===== src/rtl/mutex_buf_pkg.sv =====
// mutex_buf_pkg: shared limits and widths for the mutex buffer manager
package mutex_buf_pkg;
  localparam int C_MAX_READER_NUM = 6;
  localparam int C_DROP_CNT_W = 16;
endpackage


===== src/rtl/mutex_buf_pick_free.sv =====
// mutex_buf_pick_free: lowest clear bit of a busy mask as one-hot and index
module mutex_buf_pick_free #(
  parameter int N = 4
) (
  input  logic [N-1:0]         mask,
  output logic [N-1:0]         onehot,
  output logic [$clog2(N)-1:0] idx,
  output logic                 found
);
  assign onehot = ~mask & (mask + N'(1));
  assign found = |onehot;
  // encode the one-hot free bit as a binary index
  always_comb begin
    idx = '0;
    for (int k = 0; k < N; k++) idx = onehot[k] ? ($clog2(N))'(k) : idx;
  end
endmodule


===== src/rtl/mutex_buffer_mgr.sv =====
// mutex_buffer_mgr: writer/reader buffer ownership manager; MUTEX_BUF_DROP_CNT_EN adds drop_cnt
module mutex_buffer_mgr
  import mutex_buf_pkg::*;
#(
  parameter int C_ADDR_WIDTH = 32,
  parameter int C_READER_NUM = 2,
  localparam int C_BUFF_NUM = C_READER_NUM + 2,
  localparam int C_IDX_W = $clog2(C_BUFF_NUM)
) (
  input  logic                               clk,
  input  logic                               resetn,
  input  logic [C_BUFF_NUM*C_ADDR_WIDTH-1:0] buf_addr,
  input  logic                               w_sof,
  output logic [C_ADDR_WIDTH-1:0]            w_addr,
  output logic [C_IDX_W-1:0]                 w_idx,
  output logic                               w_valid,
  input  logic [C_READER_NUM-1:0]            r_sof,
  output logic [C_READER_NUM*C_ADDR_WIDTH-1:0] r_addr,
  output logic [C_READER_NUM-1:0]            r_valid,
  output logic                               intr
`ifdef MUTEX_BUF_DROP_CNT_EN
  ,output logic [C_DROP_CNT_W-1:0]           drop_cnt
`endif
);
  if (C_READER_NUM < 1 || C_READER_NUM > C_MAX_READER_NUM) begin : g_bad_reader_num
    $error("mutex_buffer_mgr: C_READER_NUM must be 1..%0d", C_MAX_READER_NUM);
  end
  logic [C_BUFF_NUM-1:0]   w_bmp, last_bmp, mask, free_oh;
  logic [C_BUFF_NUM-1:0]   r_bmp [C_READER_NUM];
  logic [C_ADDR_WIDTH-1:0] r_addr_q [C_READER_NUM];
  logic [C_ADDR_WIDTH-1:0] last_addr, free_addr;
  logic [C_IDX_W-1:0]      free_idx;
  logic                    free_found, last_valid, publish;
  assign publish = w_sof & w_valid;
  assign free_addr = buf_addr[free_idx*C_ADDR_WIDTH +: C_ADDR_WIDTH];
  // busy mask: writer plus every reader
  always_comb begin
    mask = w_bmp;
    for (int i = 0; i < C_READER_NUM; i++) mask = mask | r_bmp[i];
  end
  mutex_buf_pick_free #(.N(C_BUFF_NUM)) u_pick (
    .mask   (mask),
    .onehot (free_oh),
    .idx    (free_idx),
    .found  (free_found)
  );
  // writer grabs the lowest free buffer and publishes the previous one as last
  always_ff @(posedge clk) begin
    if (!resetn) begin
      w_bmp <= '0;
      w_addr <= '0;
      w_idx <= '0;
      w_valid <= 1'b0;
      last_bmp <= '0;
      last_addr <= '0;
      last_valid <= 1'b0;
      intr <= 1'b0;
    end else begin
      intr <= publish;
      if (w_sof) begin
        w_bmp <= free_oh;
        w_valid <= free_found;
        w_addr <= free_found ? free_addr : w_addr;
        w_idx <= free_found ? free_idx : w_idx;
      end
      if (publish) begin
        last_bmp <= w_bmp;
        last_addr <= w_addr;
        last_valid <= 1'b1;
      end
    end
  end
  // each reader takes the frame being published, else the last published one
  always_ff @(posedge clk) begin
    if (!resetn) begin
      for (int i = 0; i < C_READER_NUM; i++) begin
        r_bmp[i] <= '0;
        r_addr_q[i] <= '0;
      end
      r_valid <= '0;
    end else begin
      for (int i = 0; i < C_READER_NUM; i++) begin
        if (r_sof[i]) begin
          r_bmp[i] <= publish ? w_bmp : last_bmp;
          r_addr_q[i] <= publish ? w_addr : last_addr;
          r_valid[i] <= publish | last_valid;
        end
      end
    end
  end
  for (genvar g = 0; g < C_READER_NUM; g++) begin : g_r_addr
    assign r_addr[g*C_ADDR_WIDTH +: C_ADDR_WIDTH] = r_addr_q[g];
  end
`ifdef MUTEX_BUF_DROP_CNT_EN
  logic last_taken;
  // count published frames replaced before any reader picked them up
  always_ff @(posedge clk) begin
    if (!resetn) begin
      last_taken <= 1'b0;
      drop_cnt <= '0;
    end else begin
      last_taken <= |r_sof ? 1'b1 : publish ? 1'b0 : last_taken;
      if (publish && last_valid && !last_taken && drop_cnt != '1) drop_cnt <= drop_cnt + 1'b1;
    end
  end
`endif
endmodule


===== config.mk =====
export PLATFORM = sky130hd
export DESIGN_NAME = mutex_buffer_mgr
export DESIGN_NICKNAME = d
export VERILOG_FILES = /design/src/rtl/mutex_buf_pkg.sv /design/src/rtl/mutex_buf_pick_free.sv /design/src/rtl/mutex_buffer_mgr.sv
export SDC_FILE = /design/constraint.sdc
export NUM_CORES = 1
export LEC_CHECK = 0
export ABC_AREA = 1
export CORE_UTILIZATION = 49
export DETAILED_ROUTE_END_ITERATION = 12
export PLACE_DENSITY_LB_ADDON = 0.12
export RECOVER_POWER = 100
export REMOVE_ABC_BUFFERS = 1
export SYNTH_ARGS = -nofsm -noshare
export SYNTH_HDL_FRONTEND = slang
export SYNTH_SLANG_ARGS = --single-unit

===== constraint.sdc =====
create_clock -name clk -period 5.5 [get_ports clk]
set_clock_uncertainty 0.1 [all_clocks]
set_input_delay 1.1 -clock clk [delete_from_list [all_inputs] [get_ports clk]]
set_output_delay 1.1 -clock clk [all_outputs]
set_load 0.02 [all_outputs]

==> results summary <==
The final reports fail on max-capacitance violations, max-slew violations. In this run the horizontal extent of the chip is 120 um. After detailed routing, the number of remaining DRC violations is 0.

The number of setup buffers added after CTS came out at 0. The die is 120 um tall. The maximum level of the CTS H-tree is 4. Headroom to the max-slew limit came out at -40.0%. The final count of pins violating max slew is 152. Entering global routing, the biggest net connects 67 pins.

The part of the total power dissipated in sequential elements is 41.4%. The count of input and output buffers came out at 234. Per report_power, the clock group accounts for 39.2% of the total. The initialized floorplan defines 42 standard-cell rows.

The number of antenna violations at the first check in global routing is 0. The power per standard cell area is 319 nW/um^2. The mean post-synth cell area is 8.34 sq um.

The data required time at the worst endpoint came out at 5.29 ns. The type of the setup path with the least slack is in2reg. Of all cell types, the one taking the most synthesized area is sky130_fd_sc_hd__edfxtp_1. The top achievable clock speed is 240 MHz.

The analysis attributes to cell leakage a power of 0.00464 uW. The tightest min-delay check is of the reg2reg type. The detailed router placed 5904 vias in this run. The number of detailed-route iterations in the first pass came out at 4. The insertion delay of the later-clocked pin in the worst-skew pair came out at 0.42 ns. After detailed routing, the average wire length per cell comes to 14.7 um. For this run, the post-layout net count is 1157. The flow ran to the end, but the final reports show violations. The global-route wire length before repair is 28.0 mm. The share of layout cells above drive strength 1 is 5.40%.

The total net switching power came out at 821 uW. The remaining antenna violation count after routing is 0. The HPWL after detailed placement is 11.3 mm. The worst hold slack is 0.382 ns. The total global routing overflow came out at 0. The number of vias per cell came out at 4.87.

The number of violations reported at the end of detailed-routing iteration 0 came out at 321. The TritonCTS clock tree is done. The total of endpoints with negative setup slack in the final report came out at 0. The worst setup path is captured at a flop. Sequential cells were found to cover 55.0% of the synthesized design area.

Pin placement for this block handled 235 I/O pins. The number of gates resized after CTS came out at 0. Adding up every negative setup slack in the final design gives 0 ns. The number of sinks on the clock net is 151. The final core utilization came out at 72.5%. Routability-driven placement finished with a final weighted congestion of 0.812.

The die covers 14400 sq um. The number of CTS-inserted buffers is 17. The data arrival time of the worst path is 3.96 ns. Hold repair after CTS inserted 0 buffers. The count of max-cap constraint violations came out at 4. The top cell type by area accounts for 31.7% of the synthesized area. The synthesized netlist occupies a cell area of 6810 sq um. The worst path uses 75.8% of the clock period.

Setup repair after global routing left no endpoint under its margin. The clock-pin slew on the worst setup and hold paths came out at 0.06 ns. Along the worst path, the maximum fanout reaches 43. The number of inserted diodes came out at 0. The count of synthesis-stage warnings from yosys came out at 0. The post-detailed-routing wire length is 17.9 mm.

The via count of the first global-routing pass came out at 5438. The root cell of the clock tree is sky130_fd_sc_hd__clkbuf_16. The internal portion of the total power is 2280 uW.

The count of different cell masters after synthesis came out at 24. The filler cells instantiated in the layout total 1081. The buffer depth of the longest clock path came out at 2.

The proportion of total power due to net switching came out at 26.5%. The final critical path time including I/O delays and setup came out at 4.17 ns. The worst setup path is launched from an input port. The number of cells produced by synthesis came out at 817. Combinational cells account for 19.4% of the total power.

For this configuration, the core starts out at a cell density of 50.8%. In the post-synthesis netlist, the biggest area contributors are sky130_fd_sc_hd__edfxtp_1, sky130_fd_sc_hd__dfxtp_1, sky130_fd_sc_hd__nor2_1, sky130_fd_sc_hd__nand2_1, sky130_fd_sc_hd__mux2i_1. Across the VDD grid, the largest voltage drop is 218 uV. The layout-stage area growth over the synthesis result is 42.7%. The placeable core region is 13400 sq um. The transition at the pin with the smallest max-transition slack came out at 2.09 ns. The synthesized flop and latch total is 151. The global-route usage over all layers is 25.5%.

The final-report hold violation count is 0.
## critical path, stage by stage
cell,delay (ns)
sky130_fd_sc_hd__clkbuf_1,1.32
sky130_fd_sc_hd__clkinv_1,0.20
sky130_fd_sc_hd__buf_4,0.37
sky130_fd_sc_hd__or2_1,0.92
## synth_stat cells
cell and count:
sky130_fd_sc_hd__inv_2 5, sky130_fd_sc_hd__mux2i_1 34, sky130_fd_sc_hd__buf_6 7, sky130_fd_sc_hd__nand3_2 12
sky130_fd_sc_hd__dfxtp_1 79, sky130_fd_sc_hd__nand2_2 6, sky130_fd_sc_hd__nand3_1 22, sky130_fd_sc_hd__buf_2 21
sky130_fd_sc_hd__clkinv_1 1, sky130_fd_sc_hd__o211ai_1 1, sky130_fd_sc_hd__nor2_2 3, sky130_fd_sc_hd__nand2_4 1
sky130_fd_sc_hd__o21ai_0 33, sky130_fd_sc_hd__nor2_1 242, sky130_fd_sc_hd__inv_1 71, sky130_fd_sc_hd__buf_4 8
sky130_fd_sc_hd__or2_2 1, sky130_fd_sc_hd__nand2_1 138, sky130_fd_sc_hd__o21ai_1 6, sky130_fd_sc_hd__a211oi_1 1
sky130_fd_sc_hd__edfxtp_1 72, sky130_fd_sc_hd__a21oi_1 39, sky130_fd_sc_hd__clkbuf_1 13, sky130_fd_sc_hd__a21oi_2 1
## cell usage in the layout (no fill, tap or decap)
cell,count
sky130_fd_sc_hd__nor2_1,244
sky130_fd_sc_hd__nand2_1,140
sky130_fd_sc_hd__clkdlybuf4s50_1,130
sky130_fd_sc_hd__dlygate4sd3_1,103
sky130_fd_sc_hd__dfxtp_1,79
sky130_fd_sc_hd__edfxtp_1,72
sky130_fd_sc_hd__inv_1,71
sky130_fd_sc_hd__a21oi_1,39
sky130_fd_sc_hd__mux2i_1,34
sky130_fd_sc_hd__o21ai_0,33
sky130_fd_sc_hd__nand3_1,22
sky130_fd_sc_hd__clkbuf_16,17
sky130_fd_sc_hd__nand3_2,12
sky130_fd_sc_hd__inv_2,5
sky130_fd_sc_hd__o21ai_1,5
sky130_fd_sc_hd__clkbuf_1,5
sky130_fd_sc_hd__nand2_2,4
sky130_fd_sc_hd__bufinv_16,4
sky130_fd_sc_hd__clkinvlp_4,3
sky130_fd_sc_hd__buf_4,3
sky130_fd_sc_hd__inv_6,2
sky130_fd_sc_hd__o21ai_2,1
sky130_fd_sc_hd__clkinv_1,1
sky130_fd_sc_hd__or2_1,1
sky130_fd_sc_hd__nor2_2,1
sky130_fd_sc_hd__nand2_4,1
sky130_fd_sc_hd__a21oi_4,1
sky130_fd_sc_hd__a211oi_1,1
sky130_fd_sc_hd__o211ai_1,1
sky130_fd_sc_hd__clkbuf_8,1
sky130_fd_sc_hd__clkinv_4,1
## power groups by stage
stage          Sequential, uW  Clock, uW  Combinational [uW]
3_5_place_dp             1310          0                 622
3_3_place_gp             1310          0                 616
5_1_grt                  1290       1280                 658
6_report                 1290       1220                 601
4_1_cts                  1290       1230                 625
2_1_floorplan            1380          0                 255
## flip-flops by register name, summed over array words and instances (netlist names)
signal and cells:
intr 1, last_addr 32, last_bmp 4, last_valid 1, r_addr_q 64, r_bmp 8, r_valid 2, w_addr 32
w_bmp 4, w_idx 2, w_valid 1
## per-stage QoR
step / instances / setup slack [ns] / instance area [sq um] / total power [uW]
floorplan: 768 / 2.58 / 6520 / 1630
global placement: 1181 / 1.86 / 9120 / 1920
detailed placement: 1181 / 1.79 / 9120 / 1930
CTS: 1213 / 2.23 / 9740 / 3140
global route: 1213 / 1.09 / 9720 / 3230
finish: 1213 / 1.33 / 9720 / 3100
## area by class of cell
cell class | instances | area (sq um) | share of cell area (%)
Timing Repair Buffer | 237 | 2360 | 24.3
Clock inverter | 10 | 169 | 1.74
Inverter | 77 | 289 | 2.97
Sequential cell | 151 | 3740 | 38.5
Clock buffer | 22 | 454 | 4.67
Multi-Input combinational cell | 540 | 2490 | 25.6
Tap cell | 176 | 220 | 2.27
## worst paths after layout
path                from              end  slack, ns  depth (start not counted)
min reg2reg   last_valid       last_valid       0.38                          2
min           last_valid       last_valid       0.38                          2
max               resetn  r_addr_q[0][30]       1.33                          4
max reg2reg  r_bmp[0][3]       w_addr[25]       2.20                         10
## routing by layer
layer	track usage (%)	up-vias	part of all wire [%]
met3	7.60	27	7.7
met2	44.2	206	49
met1	30.1	2668	41
li1	-	3003	-
met5	0	-	0
met4	8.52	0	1.7
## cells by family (layout without fill, tap and decap cells)
logic type	count (synthesis)	count (layout)	share of synthesized area [%]
compound gates	81	81	6.08
flops	151	151	55.0
buf+inv	126	346	8.54
simple gates	425	425	25.4
mux	34	34	5.00
Note: power is estimated with default switching activity, not from simulation.
